===== src/rtl/dual_port_ram_param.sv =====
// Parametrised simple dual-port RAM: one write port, one registered read port,
// selectable read-during-write behaviour, and a self-running init sweep that
// loads INIT_VALUE into every word after reset or on a clear request.
module dual_port_ram_param #(
  parameter int unsigned            DATA_WIDTH = 8,
  parameter int unsigned            ADDR_WIDTH = 4,
  parameter int unsigned            DEPTH      = 16,
  parameter logic [DATA_WIDTH-1:0]  INIT_VALUE = '0,
  parameter int unsigned            RD_MODE    = 0
) (
  input  logic                  clk,
  input  logic                  rst_n,
  input  logic                  clear,
  input  logic                  we,
  input  logic [ADDR_WIDTH-1:0] wr_addr,
  input  logic [DATA_WIDTH-1:0] d_in,
  input  logic                  re,
  input  logic [ADDR_WIDTH-1:0] rd_addr,
  output logic [DATA_WIDTH-1:0] d_out,
  output logic                  rd_valid,
  output logic                  busy
);

  // Storage index width; a single-word array still needs a 1-bit index.
  localparam int unsigned          MEM_AW    = (DEPTH > 1) ? $clog2(DEPTH) : 1;
  localparam logic [ADDR_WIDTH:0]  DEPTH_EXT = (ADDR_WIDTH+1)'(DEPTH);
  localparam logic [ADDR_WIDTH-1:0] LAST_ADDR = ADDR_WIDTH'(DEPTH - 1);

  // Reject impossible geometries at elaboration.
  if (DEPTH < 1 || DEPTH > (1 << ADDR_WIDTH)) begin : g_bad_depth
    $error("dual_port_ram_param: DEPTH must be in 1..2**ADDR_WIDTH");
  end

  typedef enum logic {
    ST_INIT = 1'b0,
    ST_IDLE = 1'b1
  } state_e;

  state_e                  state_q, state_d;
  logic [ADDR_WIDTH-1:0]   cnt_q, cnt_d;
  logic [DATA_WIDTH-1:0]   d_out_q, d_out_d;
  logic                    rd_valid_q, rd_valid_d;
  logic                    busy_q, busy_d;

  logic [DATA_WIDTH-1:0]   mem_q [DEPTH];

  logic                    mem_we_c;
  logic [MEM_AW-1:0]       mem_waddr_c;
  logic [DATA_WIDTH-1:0]   mem_wdata_c;
  logic                    wr_in_range_c;
  logic                    rd_in_range_c;
  logic                    collide_c;

  // Address range qualification and same-address collision detect.
  assign wr_in_range_c = ({1'b0, wr_addr} < DEPTH_EXT);
  assign rd_in_range_c = ({1'b0, rd_addr} < DEPTH_EXT);
  assign collide_c     = we && (wr_addr == rd_addr);

  // Next-state, write-port steering and read-data selection.
  always_comb begin
    state_d     = state_q;
    cnt_d       = cnt_q;
    d_out_d     = d_out_q;
    rd_valid_d  = 1'b0;
    busy_d      = busy_q;
    mem_we_c    = 1'b0;
    mem_waddr_c = MEM_AW'(cnt_q);
    mem_wdata_c = INIT_VALUE;

    case (state_q)
      ST_INIT: begin
        mem_we_c = 1'b1;
        if (cnt_q == LAST_ADDR) begin
          state_d = ST_IDLE;
          busy_d  = 1'b0;
          cnt_d   = '0;
        end else begin
          cnt_d = cnt_q + 1'b1;
        end
      end

      ST_IDLE: begin
        if (clear) begin
          // Clear takes priority; any same-cycle access is dropped.
          state_d = ST_INIT;
          cnt_d   = '0;
          busy_d  = 1'b1;
        end else begin
          if (we && wr_in_range_c) begin
            mem_we_c    = 1'b1;
            mem_waddr_c = MEM_AW'(wr_addr);
            mem_wdata_c = d_in;
          end
          if (re) begin
            rd_valid_d = 1'b1;
            if (!rd_in_range_c) begin
              d_out_d = '0;
            end else if (RD_MODE == 0 && collide_c) begin
              d_out_d = d_in;
            end else begin
              d_out_d = mem_q[MEM_AW'(rd_addr)];
            end
          end
        end
      end

      default: begin
        state_d = ST_INIT;
        cnt_d   = '0;
        busy_d  = 1'b1;
      end
    endcase
  end

  // Control and output registers; array contents are not reset.
  always_ff @(posedge clk or negedge rst_n) begin
    if (!rst_n) begin
      state_q    <= ST_INIT;
      cnt_q      <= '0;
      d_out_q    <= '0;
      rd_valid_q <= 1'b0;
      busy_q     <= 1'b1;
    end else begin
      state_q    <= state_d;
      cnt_q      <= cnt_d;
      d_out_q    <= d_out_d;
      rd_valid_q <= rd_valid_d;
      busy_q     <= busy_d;
    end
  end

  // Storage array write port.
  always_ff @(posedge clk) begin
    if (mem_we_c) begin
      mem_q[mem_waddr_c] <= mem_wdata_c;
    end
  end

  assign d_out    = d_out_q;
  assign rd_valid = rd_valid_q;
  assign busy     = busy_q;

endmodule


===== config.mk =====
export PLATFORM = sky130hd
export DESIGN_NAME = dual_port_ram_param
export DESIGN_NICKNAME = d
export VERILOG_FILES = /design/src/rtl/dual_port_ram_param.sv
export SDC_FILE = /design/constraint.sdc
export NUM_CORES = 1
export LEC_CHECK = 0
export BUFFER_PORTS_ARGS = -buffer_cell sky130_fd_sc_hd__buf_2
export CORE_ASPECT_RATIO = 1.2
export CORE_MARGIN = 4
export CORE_UTILIZATION = 34
export CTS_CLUSTER_DIAMETER = 30
export DETAILED_ROUTE_END_ITERATION = 8
export GPL_TIMING_DRIVEN = 0
export HOLD_SLACK_MARGIN = 0.1
export PLACE_DENSITY = 0.54
export SETUP_SLACK_MARGIN = 0.2
export SLEW_MARGIN = 20
export SYNTH_ARGS = -nofsm -noshare
export SYNTH_HDL_FRONTEND = slang
export SYNTH_SLANG_ARGS = --single-unit

===== constraint.sdc =====
create_clock -name clk -period 3.66 [get_ports clk]
set_clock_uncertainty 0.15 [all_clocks]
set_input_delay 0.366 -clock clk [delete_from_list [all_inputs] [get_ports clk]]
set_output_delay 0.366 -clock clk [all_outputs]
set_load 0.05 [all_outputs]

==> metrics.cfg <==
[worst_setup_path]
worst_ep_arrival_time_ps = 2650
slowest_stage = nor2_1
cp_top_family = buffers and inverters
critPathKind = in2reg
path_buf_inv = 4
r2r_start = state_q
r2r_setup_slack_ps = 1110
cp.required_ps = 3540
reg2regPathDepth = 6
max_stage_delay_ps = 700
start_kind = input port
timing.critical_path.mode_cell = buf_2
path_max_fanout = 10
r2r_end = mem_q[13][5]
path_cells = dlygate4sd3_1 > buf_2 > and3b_1 > buf_2 > buf_2 > a31oi_1 > nor2_1
cp-end-kind = flip-flop

[min_path]
hold_class = in2async

[yosys]
syn_avg_cell_area_sq_um = 18.2
synth-async-reset-ratio = 0.105
synth_nets = 350
synth_warnings = 0
synth-main-ff-cell = edfxtp_1
synth_seq_cells = 143
synthDistinctLibCells = 37
synth_cells = 328
synthesis.area_sq_um = 5960
synth-edff-count = 128
synth_seq_area_share = 0.709

[global_routing]
grt_pass1_wl_mm = 19.4
first_global_vias = 3255
grt_start_max_net_pins = 18
antenna_found_initial = 0
use_met2 = 0.229
use_met3 = 0.0230
grtUsageTotal = 0.135
top_usage_layer = met2
grtUsageMet1 = 0.170
overflow = 0

[floorplanning]
core-area_sq_um = 17000
chipHeight_microns = 153
die_x_microns = 129
num_io_pins = 31
fp-row-count = 52
start_util = 0.349
fp.dieArea_sq_um = 19700

[clock_tree]
cts_root_buffer = clkbuf_16
cts_made_buffers = 17
h-tree-depth = 4
cts_tree = done
cts.sinks = 143
cts_max_path_buffers = 2
clk_pin_slew_worst_paths_ps = 60
clock_latency_ps = 410
post_cts.repair.setup_buffers = 0

[job]
cap_violations = 0

[timing]
hold_viol_final = 0
max_freq_ghz = 0.362
fin_crit_ps = 2760
setup_ws_ps = 895
period_share = 0.755
setup_viol = 0
rsz0062_at_grt = false
drv_slew = 0
slew-limit-headroom = 0.438
tightest_slew_ps = 840
setup_tns_ps = 0

[route]
routed_wl_mm = 12.7
wl_per_cell_microns = 21.1
antenna_left = 0
drc = 0
firstDrtPassIters = 5
drt_iter0_drc = 194
vias = 3070
vias_per_cell = 5.08

[pwr]
seqPwrFrac = 0.454
leakage_nw = 2.44
power_density_nw_per_um2 = 712
pwr-share-clk = 0.333
switchingPower_w = 0.00147
p_total_w = 0.00495
comb_power_share = 0.213
p_sw_frac = 0.297
internal_power_w = 0.00348
ir_drop_mv = 0.303

[finish]
nets = 399
syn2layout_area_growth_pct = 16.7
fin_cells = 604
layout_common_cells = edfxtp_1, buf_2, nor2_1
layout_commonest_cell = edfxtp_1
diodes = 0
num-fill-cells = 1540
drive_above_1_share = 0.237

[placement]
dp.cells = 572
pre_cts_slack_ps = 1010
hpwlAfterDp_mm = 8.55
place_congestion = 0.836
io_buffers = 28

[run_status]
outcome = finished clean

[power groups by stage]
stage,combinational [W],sequential (W),clock (W)
final,0.00105,0.00225,0.00165
after global routing,0.00115,0.00228,0.00175
after CTS,0.00107,0.00226,0.00167
after detailed placement,0.00107,0.00229,0
after global placement,0.00105,0.00226,0
after floorplan,0.000594,0.00242,0
[logic make-up (layout without fill, tap and decap cells)]
group,after synthesis,count (layout),share of synthesized area
AOI/OAI and AO/OA,44,44,0.0519
and+or+nand+nor,68,68,0.0557
buffers and inverters,24,84,0.0273
xor gates and xnor gates,8,8,0.0118
DFF,143,143,0.709
adders and majority gates,1,1,0.00210
muxes,40,40,0.143
[worst max-delay path by stage]
stage,from,to,depth (start not counted)
finish,clear,mem_q[15][7],7
global route,clear,mem_q[2][1],8
CTS,clear,mem_q[15][7],7
detailed placement,clear,mem_q[13][2],7
global placement,clear,mem_q[10][2],6
floorplan,state_q,mem_q[1][0],6
[per-stage QoR]
| step | area (sq um) | utilization | hold WS [ps] |
|---|---|---|---|
| after floorplan | 5960 | - | -79.6 |
| after global placement | 6370 | 0.373 | 137 |
| after detailed placement | 6370 | 0.373 | 144 |
| after CTS | 6950 | 0.408 | 240 |
| after global routing | 6950 | 0.408 | 271 |
| final | 6950 | 0.408 | 238 |
[area by class of cell]
| class | count | area (sq um) | share of cell area |
|---|---|---|---|
| repair buffers | 30 | 160 | 0.0230 |
| clock inverters | 13 | 141 | 0.0203 |
| multi-input cells | 161 | 1570 | 0.226 |
| plain buffers | 19 | 144 | 0.0207 |
| well taps | 216 | 270 | 0.0389 |
| flip-flops and latches | 143 | 4220 | 0.607 |
| inverters | 5 | 18.8 | 0.00270 |
| clock buffers | 17 | 425 | 0.0612 |
[repair_timing]
item,4_1_cts,5_1_grt
endpoints found under the hold margin,16,0
setup endpoints to repair,0,0
resized for setup,0,0
hold buffers,2,0
[synthesized netlist by cell type (2+ instances only)]
cell type    n  share of area
edfxtp_1   128           0.65
nor2_1      31          0.020
mux4_2      19          0.072
a22oi_1     16          0.020
dfrtp_1     14          0.059
mux4_1      13          0.057
a21oi_1     12          0.010
nand2_1     12         0.0076
and2_1      10          0.011
mux2i_1      8          0.013
buf_2        7         0.0059
a31oi_1      6         0.0063
clkbuf_1     6         0.0038
xor2_1       6         0.0088
inv_1        5         0.0032
nor3b_1      4         0.0050
o21ai_1      4         0.0034
buf_12       3          0.010
nor3_1       3         0.0025
buf_6        2         0.0038
nor2b_1      2         0.0021
xnor2_1      2         0.0029
[per-layer routing]
| metal | vias to the layer above | wire length (microns) |
|---|---|---|
| met1 | 1542 | 5200 |
| met4 | 0 | 248 |
| met3 | 16 | 713 |
| li1 | 1410 | - |
| met5 | - | 0 |
| met2 | 102 | 6570 |
[registers in the layout, summed over array words and instances, names as in the netlist]
| signal | cells |
|---|---|
| state_q | 1 |
| mem_q | 128 |
| rd_valid | 1 |
| cnt_q | 4 |
| busy | 1 |
| d_out | 8 |
(Power assumes the default switching activity.)
